==> config.mk <==
export PLATFORM = sky130hd
export DESIGN_NAME = memory_access_sequencer
export DESIGN_NICKNAME = d
export VERILOG_FILES = /design/src/rtl/memory_access_sequencer.sv
export SDC_FILE = /design/constraint.sdc
export NUM_CORES = 1
export LEC_CHECK = 0
export ABC_AREA = 1
export CAP_MARGIN = 20
export CORE_MARGIN = 10
export CORE_UTILIZATION = 40
export DETAILED_ROUTE_END_ITERATION = 7
export PLACE_DENSITY = 0.67
export SLEW_MARGIN = 20
export SYNTH_ARGS = -nofsm -noshare
export SYNTH_HDL_FRONTEND = slang
export SYNTH_SLANG_ARGS = --single-unit
==> constraint.sdc <==
create_clock -name clk -period 1.85 [get_ports clk]
set_input_delay 0.555 -clock clk [delete_from_list [all_inputs] [get_ports clk]]
set_output_delay 0.555 -clock clk [all_outputs]
set_load 0.1 [all_outputs]
==> src/rtl/memory_access_sequencer.sv <==
// Sequences MEM-stage loads/stores onto a synchronous single-port RAM: word store 2 cycles, load 3, sub-word store 4 (read-merge-write), fault 1.
// Holds the pipeline via stall until the RESP cycle; SIGNED_LOAD_EN enables sign extension of sub-word loads.
module memory_access_sequencer #(
  parameter int ADDR_WIDTH = 10
) (
  input  logic                  clk,
  input  logic                  reset_n,
  input  logic                  req_valid,
  input  logic                  req_write,
  input  logic [1:0]            req_size,
  input  logic                  req_signed,
  input  logic [31:0]           req_addr,
  input  logic [31:0]           req_wdata,
  output logic                  stall,
  output logic                  done,
  output logic                  rdata_valid,
  output logic [31:0]           rdata,
  output logic                  misaligned,
  output logic                  mem_en,
  output logic                  mem_we,
  output logic [ADDR_WIDTH-1:0] mem_addr,
  output logic [31:0]           mem_wdata,
  input  logic [31:0]           mem_rdata
);

  typedef enum logic [2:0] {IDLE, RD, CAP, WR, RESP} state_t;

  state_t                state_q, state_d;
  logic                  write_q, write_d;
  logic [1:0]            size_q, size_d;
  logic                  signed_q, signed_d;
  logic                  fault_q, fault_d;
  logic [ADDR_WIDTH+1:0] addr_q, addr_d;
  logic [31:0]           wdata_q, wdata_d;
  logic [31:0]           merged_q, merged_d;
  logic [31:0]           rdata_q, rdata_d;

  logic        req_word, req_half, req_mis;
  logic        word_q, byte_q;
  logic        ext_sign;
  logic [7:0]  byte_lane;
  logic [15:0] half_lane;
  logic [31:0] load_val, merge_val;
  logic        unused_bits;

  assign req_word = (req_size == 2'd0) || (req_size == 2'd3);
  assign req_half = (req_size == 2'd1);
  assign req_mis  = (req_half && req_addr[0]) || (req_word && (req_addr[1:0] != 2'b00));

  assign word_q = (size_q == 2'd0) || (size_q == 2'd3);
  assign byte_q = (size_q == 2'd2);

`ifdef SIGNED_LOAD_EN
  assign ext_sign    = signed_q;
  assign unused_bits = ^req_addr[31:ADDR_WIDTH+2];
`else
  assign ext_sign    = 1'b0;
  assign unused_bits = ^{req_addr[31:ADDR_WIDTH+2], signed_q};
`endif

  assign byte_lane = mem_rdata[{addr_q[1:0], 3'b000} +: 8];
  assign half_lane = mem_rdata[{addr_q[1], 4'b0000} +: 16];

  always_comb begin
    load_val = mem_rdata;
    if (byte_q) begin
      load_val = {{24{ext_sign & byte_lane[7]}}, byte_lane};
    end else if (!word_q) begin
      load_val = {{16{ext_sign & half_lane[15]}}, half_lane};
    end
  end

  // Only the addressed lane is replaced; the rest of the word comes from the read.
  always_comb begin
    merge_val = mem_rdata;
    if (byte_q) begin
      merge_val[{addr_q[1:0], 3'b000} +: 8] = wdata_q[7:0];
    end else begin
      merge_val[{addr_q[1], 4'b0000} +: 16] = wdata_q[15:0];
    end
  end

  always_ff @(posedge clk or negedge reset_n) begin
    if (!reset_n) begin
      state_q  <= IDLE;
      write_q  <= 1'b0;
      size_q   <= 2'd0;
      signed_q <= 1'b0;
      fault_q  <= 1'b0;
      addr_q   <= '0;
      wdata_q  <= 32'd0;
      merged_q <= 32'd0;
      rdata_q  <= 32'd0;
    end else begin
      state_q  <= state_d;
      write_q  <= write_d;
      size_q   <= size_d;
      signed_q <= signed_d;
      fault_q  <= fault_d;
      addr_q   <= addr_d;
      wdata_q  <= wdata_d;
      merged_q <= merged_d;
      rdata_q  <= rdata_d;
    end
  end

  always_comb begin
    state_d     = state_q;
    write_d     = write_q;
    size_d      = size_q;
    signed_d    = signed_q;
    fault_d     = fault_q;
    addr_d      = addr_q;
    wdata_d     = wdata_q;
    merged_d    = merged_q;
    rdata_d     = rdata_q;
    mem_en      = 1'b0;
    mem_we      = 1'b0;
    done        = 1'b0;
    rdata_valid = 1'b0;
    misaligned  = 1'b0;
    case (state_q)
      IDLE: begin
        if (req_valid) begin
          write_d  = req_write;
          size_d   = req_size;
          signed_d = req_signed;
          addr_d   = req_addr[ADDR_WIDTH+1:0];
          wdata_d  = req_wdata;
          fault_d  = req_mis;
          if (req_mis)                    state_d = RESP;
          else if (req_write && req_word) state_d = WR;
          else                            state_d = RD;
        end
      end
      RD: begin
        mem_en  = 1'b1;
        state_d = CAP;
      end
      CAP: begin
        if (write_q) begin
          merged_d = merge_val;
          state_d  = WR;
        end else begin
          rdata_d  = load_val;
          state_d  = RESP;
        end
      end
      WR: begin
        mem_en  = 1'b1;
        mem_we  = 1'b1;
        state_d = RESP;
      end
      RESP: begin
        done        = 1'b1;
        rdata_valid = !write_q && !fault_q;
        misaligned  = fault_q;
        state_d     = IDLE;
      end
      default: state_d = IDLE;
    endcase
  end

  // Gated by reset_n so stall reads 0 while reset is held, whatever req_valid does.
  assign stall     = reset_n && req_valid && (state_q != RESP);
  assign mem_addr  = addr_q[ADDR_WIDTH+1:2];
  assign mem_wdata = word_q ? wdata_q : merged_q;
  assign rdata     = rdata_q;

endmodule
# After elaboration in Yosys (flattened, before gate mapping)
# Cells that the tools add are included.
[totals]
elab_cells = 62
reg_bits = 115
out_inout_bits = 80
inputBits = 103
[classes]
mux = 16
add_sub_neg = 2
shift = 6
eq_ne = 10
n_reduce_logical = 19
n_bitwise = 1
[ops]
columns = ["op", "n"]
rows = [
  ["$mux W32", 4],
  ["$bwmux W32", 2],
  ["$shift A16 B7 Y32 const A", 1],
  ["$shift A8 B7 Y32 const A", 1],
  ["$shiftx A16 B7 Y32", 1],
  ["$shiftx A32 B6 Y16", 1],
  ["$shiftx A32 B6 Y8", 1],
  ["$shiftx A8 B7 Y32", 1],
  ["$neg A5 Y7", 2],
  ["$pmux W3 S4", 1],
  ["$mux W3", 3],
  ["$eq A2 B2 Y1 const B", 3],
  ["$eq A3 B2 Y1 const B", 2],
  ["$logic_and A1 B1 Y1", 6],
  ["$reduce_and A2 Y1", 3],
  ["$mux W1", 5],
  ["$logic_not A2 Y1", 2],
  ["$eq A3 B1 Y1 const B", 1],
  ["$eq A3 B3 Y1 const B", 1],
  ["$logic_not A3 Y1", 1],
  ["$logic_or A1 B1 Y1", 3],
  ["$ne A3 B3 Y1 const B", 1],
  ["$eq A2 B1 Y1 const B", 1],
  ["$logic_not A1 Y1", 2],
  ["other kinds (5)", 5],
]

# Longest topological paths before layout
# Gate-level depths: netlist of run 1.
[logic_depth]
ltp_word = 7
mapped_depth = 11

# Worst setup path after synthesis of run 1
# Ideal clock, no wire load.
[synth_timing]
path_kind = "register to output"
startpoint = "reg size_q[1]"
endpoint = "out mem_wdata[10]"
required_time_ns = 1.295
path_buffers = 3
path_stages_with_launch = 7
slack_ns = -1.953
t_arrival_ns = 3.248
cell_sequence = "dfrtp_1 ha_1 buf_4 inv_2 buf_2 buf_2 o21ai_0"
[synth_via]
elab_chain_len = 3
word_cells_on_any_way = 4
classes_between = "1 x eq/ne; 1 x mux; 2 x reduce/logical"
[synth_lines]
columns = ["element", "line", "text"]
rows = [
  ["start, declared", "30", "logic [1:0] size_q, size_d;"],
  ["start signal, assigned", "97", "size_q <= size_d;"],
  ["$eq A2 B2 Y1 or $logic_not A2 Y1 (tied branches)", "50", "assign word_q = (size_q == 2'd0) || (size_q == 2'd3);"],
  ["$logic_or A1 B1 Y1 *", "50", ""],
  ["$mux W32 *", "167", "assign mem_wdata = word_q ? wdata_q : merged_q;"],
  ["end, declared", "22", "output logic [31:0] mem_wdata,"],
]
# Mark *: on every way between the ends. The rest lies on a longest branch, timed or not.

# Final worst setup path of run 1
[layout_timing]
startpoint = "reg size_q[1]"
endpoint = "out mem_wdata[23]"
# The elaborated chain is that of the path after synthesis.

==> impl_metrics.json, run 1 <==
{
  "holdCritPathClass": "input port to asynchronous set/reset pin",
  "holdWs_ps": 192,
  "die_h_um": 150,
  "diodes": 0,
  "fill_cells": 1350,
  "placed_area_um2": 10300,
  "fin_skew_ps": 6.04,
  "finalNonFillerCells": 1413,
  "worst_pin_slew_ps": 710,
  "insertion_delay_ps": 410,
  "gp_congestion": 0.948,
  "drive_gt1_frac": 0.219,
  "grt_setup_unrepaired": "true",
  "synth_cells": 1000,
  "end_kind": "primary output",
  "path_max_fanout": 15,
  "drtIter0Drc": 626,
  "drtAntennaViolNets": 0,
  "pre_cts_ws_ps": -181,
  "cts_tree": "built",
  "io_pins": 183,
  "yosys_register_bits": 115,
  "vias_per_cell": 5.00,
  "cp.arrival_ps": 1780,
  "crit_type": "register to primary output",
  "grt_pass1_vias": 6961,
  "clock.fmax_mhz": 429,
  "synth_adder_area_share": 0.0129,
  "grt_max_degree": 116,
  "synth_top_area_share": 0.425,
  "syn-cell-area_um2": 6780,
  "area_growth_pct": 63.6,
  "cts_sinks": 115,
  "fin_crit_ps": 2330,
  "path_clk_slew_ps": 50,
  "final_common_cell": "nand2_1",
  "vias": 7072,
  "status": "finished with violations",
  "fin_area_um2": 11100,
  "core_um2": 16600,
  "cts_root_buf": "clkbuf_16",
  "rows": 47,
  "finalHoldViolations": 0,
  "setup_ws_ps": -483,
  "timing.slew.headroom": 0.527,
  "violations": "negative setup slack",
  "overflow": 0,
  "placed_cells": 1368,
  "avgRoutedWirePerCell_um": 16.8,
  "synth.area.mux_share": 0,
  "cts_buffer_depth": 2,
  "synth_nets": 1110,
  "synth_xor_area_frac": 0,
  "slew_viol_final": 0,
  "synth_top_area_cell": "dfrtp_1",
  "drc": 0,
  "synth_area_per_cell_um2": 6.78,
  "cap_violations": 0,
  "cts_hold_buf": 0,
  "grt_pass1_wl_um": 37300,
  "post-route-period-util": 1.26,
  "synth.top_cells.by_area": "dfrtp_1 (42%), nand2_1 (27%), a21oi_1 (6.7%)",
  "die_w_um": 150,
  "critical_path_required_ps": 1290,
  "drtPass1Iterations": 7,
  "routed_wl_um": 23700,
  "synth_top_family_by_area": "simple AND/OR/NAND/NOR gates",
  "start_util": 0.409,
  "layout.nets": 1291,
  "synth_compound_area_frac": 0.119,
  "ys_types": 26,
  "dp_hpwl_um": 17300,
  "worst_setup_path_start_kind": "register",
  "htree_levels": 4,
  "grt_usage": 0.209,
  "layout_common_cells": "nand2_1 (448), dfrtp_1 (113), a21oi_1 (91), buf_12 (91), clkdlybuf4s50_1 (80)",
  "setup_viol": 46,
  "ys_warn_count": 0,
  "cts_made_buffers": 17,
  "numPortBuffers": 161,
  "yosysSeqAreaShare": 0.425,
  "synthSimpleGateAreaFrac": 0.344,
  "antenna_found_initial": 0,
  "die_area_um2": 22500
}
## metrics by stage
stage | util | setup TNS, ps
after floorplan | - | -7490
after global placement | 0.619 | -4410
after detailed placement | 0.619 | -5260
after CTS | 0.662 | -15350
after global routing | 0.668 | -19220
final | 0.668 | -15810
## routing by layer
| metal | global-route usage | share of wire | vias up |
|---|---|---|---|
| met4 | 0.0807 | 0.026 | 0 |
| met2 | 0.329 | 0.47 | 289 |
| met1 | 0.264 | 0.42 | 3234 |
| li1 | - | - | 3511 |
| met5 | 0 | 0 | - |
| met3 | 0.0624 | 0.088 | 38 |
## final cells by class
cell class                      count  area (um2)  area share
Inverter                           75         300      0.0271
Clock inverter                      3        40.0     0.00361
Sequential cell                   115        2880       0.260
Clock buffer                       28         547      0.0493
Timing Repair Buffer              225        3090       0.279
Tap cell                          220         275      0.0248
Multi-Input combinational cell    747        3950       0.356
## registers in the layout, indices dropped and copies added, names as in the netlist
| register | cells |
|---|---|
| state_q | 3 |
| write_q | 1 |
| size_q | 2 |
| wdata_q | 32 |
| rdata | 32 |
| addr_q | 12 |
| merged_q | 32 |
| fault_q | 1 |
## worst paths after layout
kind                        startpoint  depth (start not counted)  slack (ps)       endpoint
max                          size_q[1]                          6        -480  mem_wdata[23]
min                            reset_n                          2         190    merged_q[8]
max reg2reg                  size_q[1]                          9         -40      rdata[26]
min reg2reg                merged_q[9]                          2         480    merged_q[9]
max in group asynchronous      reset_n                          2        1060       rdata[8]
min in group clk           merged_q[9]                          2         480    merged_q[9]
## Yosys cell counts
cell        n
nand2_1   489
dfrtp_1   115
a21oi_1    91
inv_1      67
nand3_1    50
o21ai_0    44
o21ai_1    26
buf_2      24
buf_4      21
nor2_1     17
clkbuf_1   12
nand4_1     8
ha_1        7
buf_6       6
inv_2       4
nor2_2      4
nor2_4      3
nor3_1      3
clkinv_1    2
clkinv_2    1
inv_4       1
nand2_2     1
nand2_4     1
nand3_2     1
nand3_4     1
nor3_2      1
## logic make-up (layout without fill, tap and decap cells)
logic type	after synthesis	in the layout
AO/OA/AOI/OAI	161	161
adder cells (fa/ha/maj)	7	7
buffers and inverters	138	331
flip-flops	115	115
AND/OR/NAND/NOR	579	579
## critical path, stage by stage (launching register included)
cell     delay [ps]
dfrtp_1         420
ha_4            290
inv_8           120
buf_12          200
nand2_4          80
nand2_8          80
buf_12          160
## what timing repair did
| item | CTS | global route |
|---|---|---|
| pin swaps | 4 | 9 |
| setup buffers | 8 | 4 |
| endpoints found under the setup margin | 70 | 87 |
| gates resized for setup | 17 | 21 |
| cloned | 0 | 2 |
Power of run 1 is left out: the tool's default activity adds up to more than one toggle a clock period on the data nets, which glitch-free logic cannot reach.
==> inputs of run 2 (changes only) <==
--- a/config.mk
+++ b/config.mk
@@ -9,6 +9,7 @@
 export CAP_MARGIN = 20
 export CORE_MARGIN = 10
 export CORE_UTILIZATION = 40
+export CTS_CLUSTER_DIAMETER = 30
 export DETAILED_ROUTE_END_ITERATION = 7
 export PLACE_DENSITY = 0.67
 export SLEW_MARGIN = 20
==> results of run 2 <==
Final layout, timing and power as in run 1 (identical DEF).
Power of run 2 is left out for the same reason.
==> inputs of run 3 (changes only) <==
--- a/config.mk
+++ b/config.mk
@@ -12,7 +12,7 @@
 export CTS_CLUSTER_DIAMETER = 30
 export DETAILED_ROUTE_END_ITERATION = 7
 export PLACE_DENSITY = 0.67
-export SLEW_MARGIN = 20
+export SLEW_MARGIN = 15
 export SYNTH_ARGS = -nofsm -noshare
 export SYNTH_HDL_FRONTEND = slang
 export SYNTH_SLANG_ARGS = --single-unit
==> results of run 3 <==
Final layout, timing and power as in run 1 (identical DEF).
Power of run 3 is left out for the same reason.
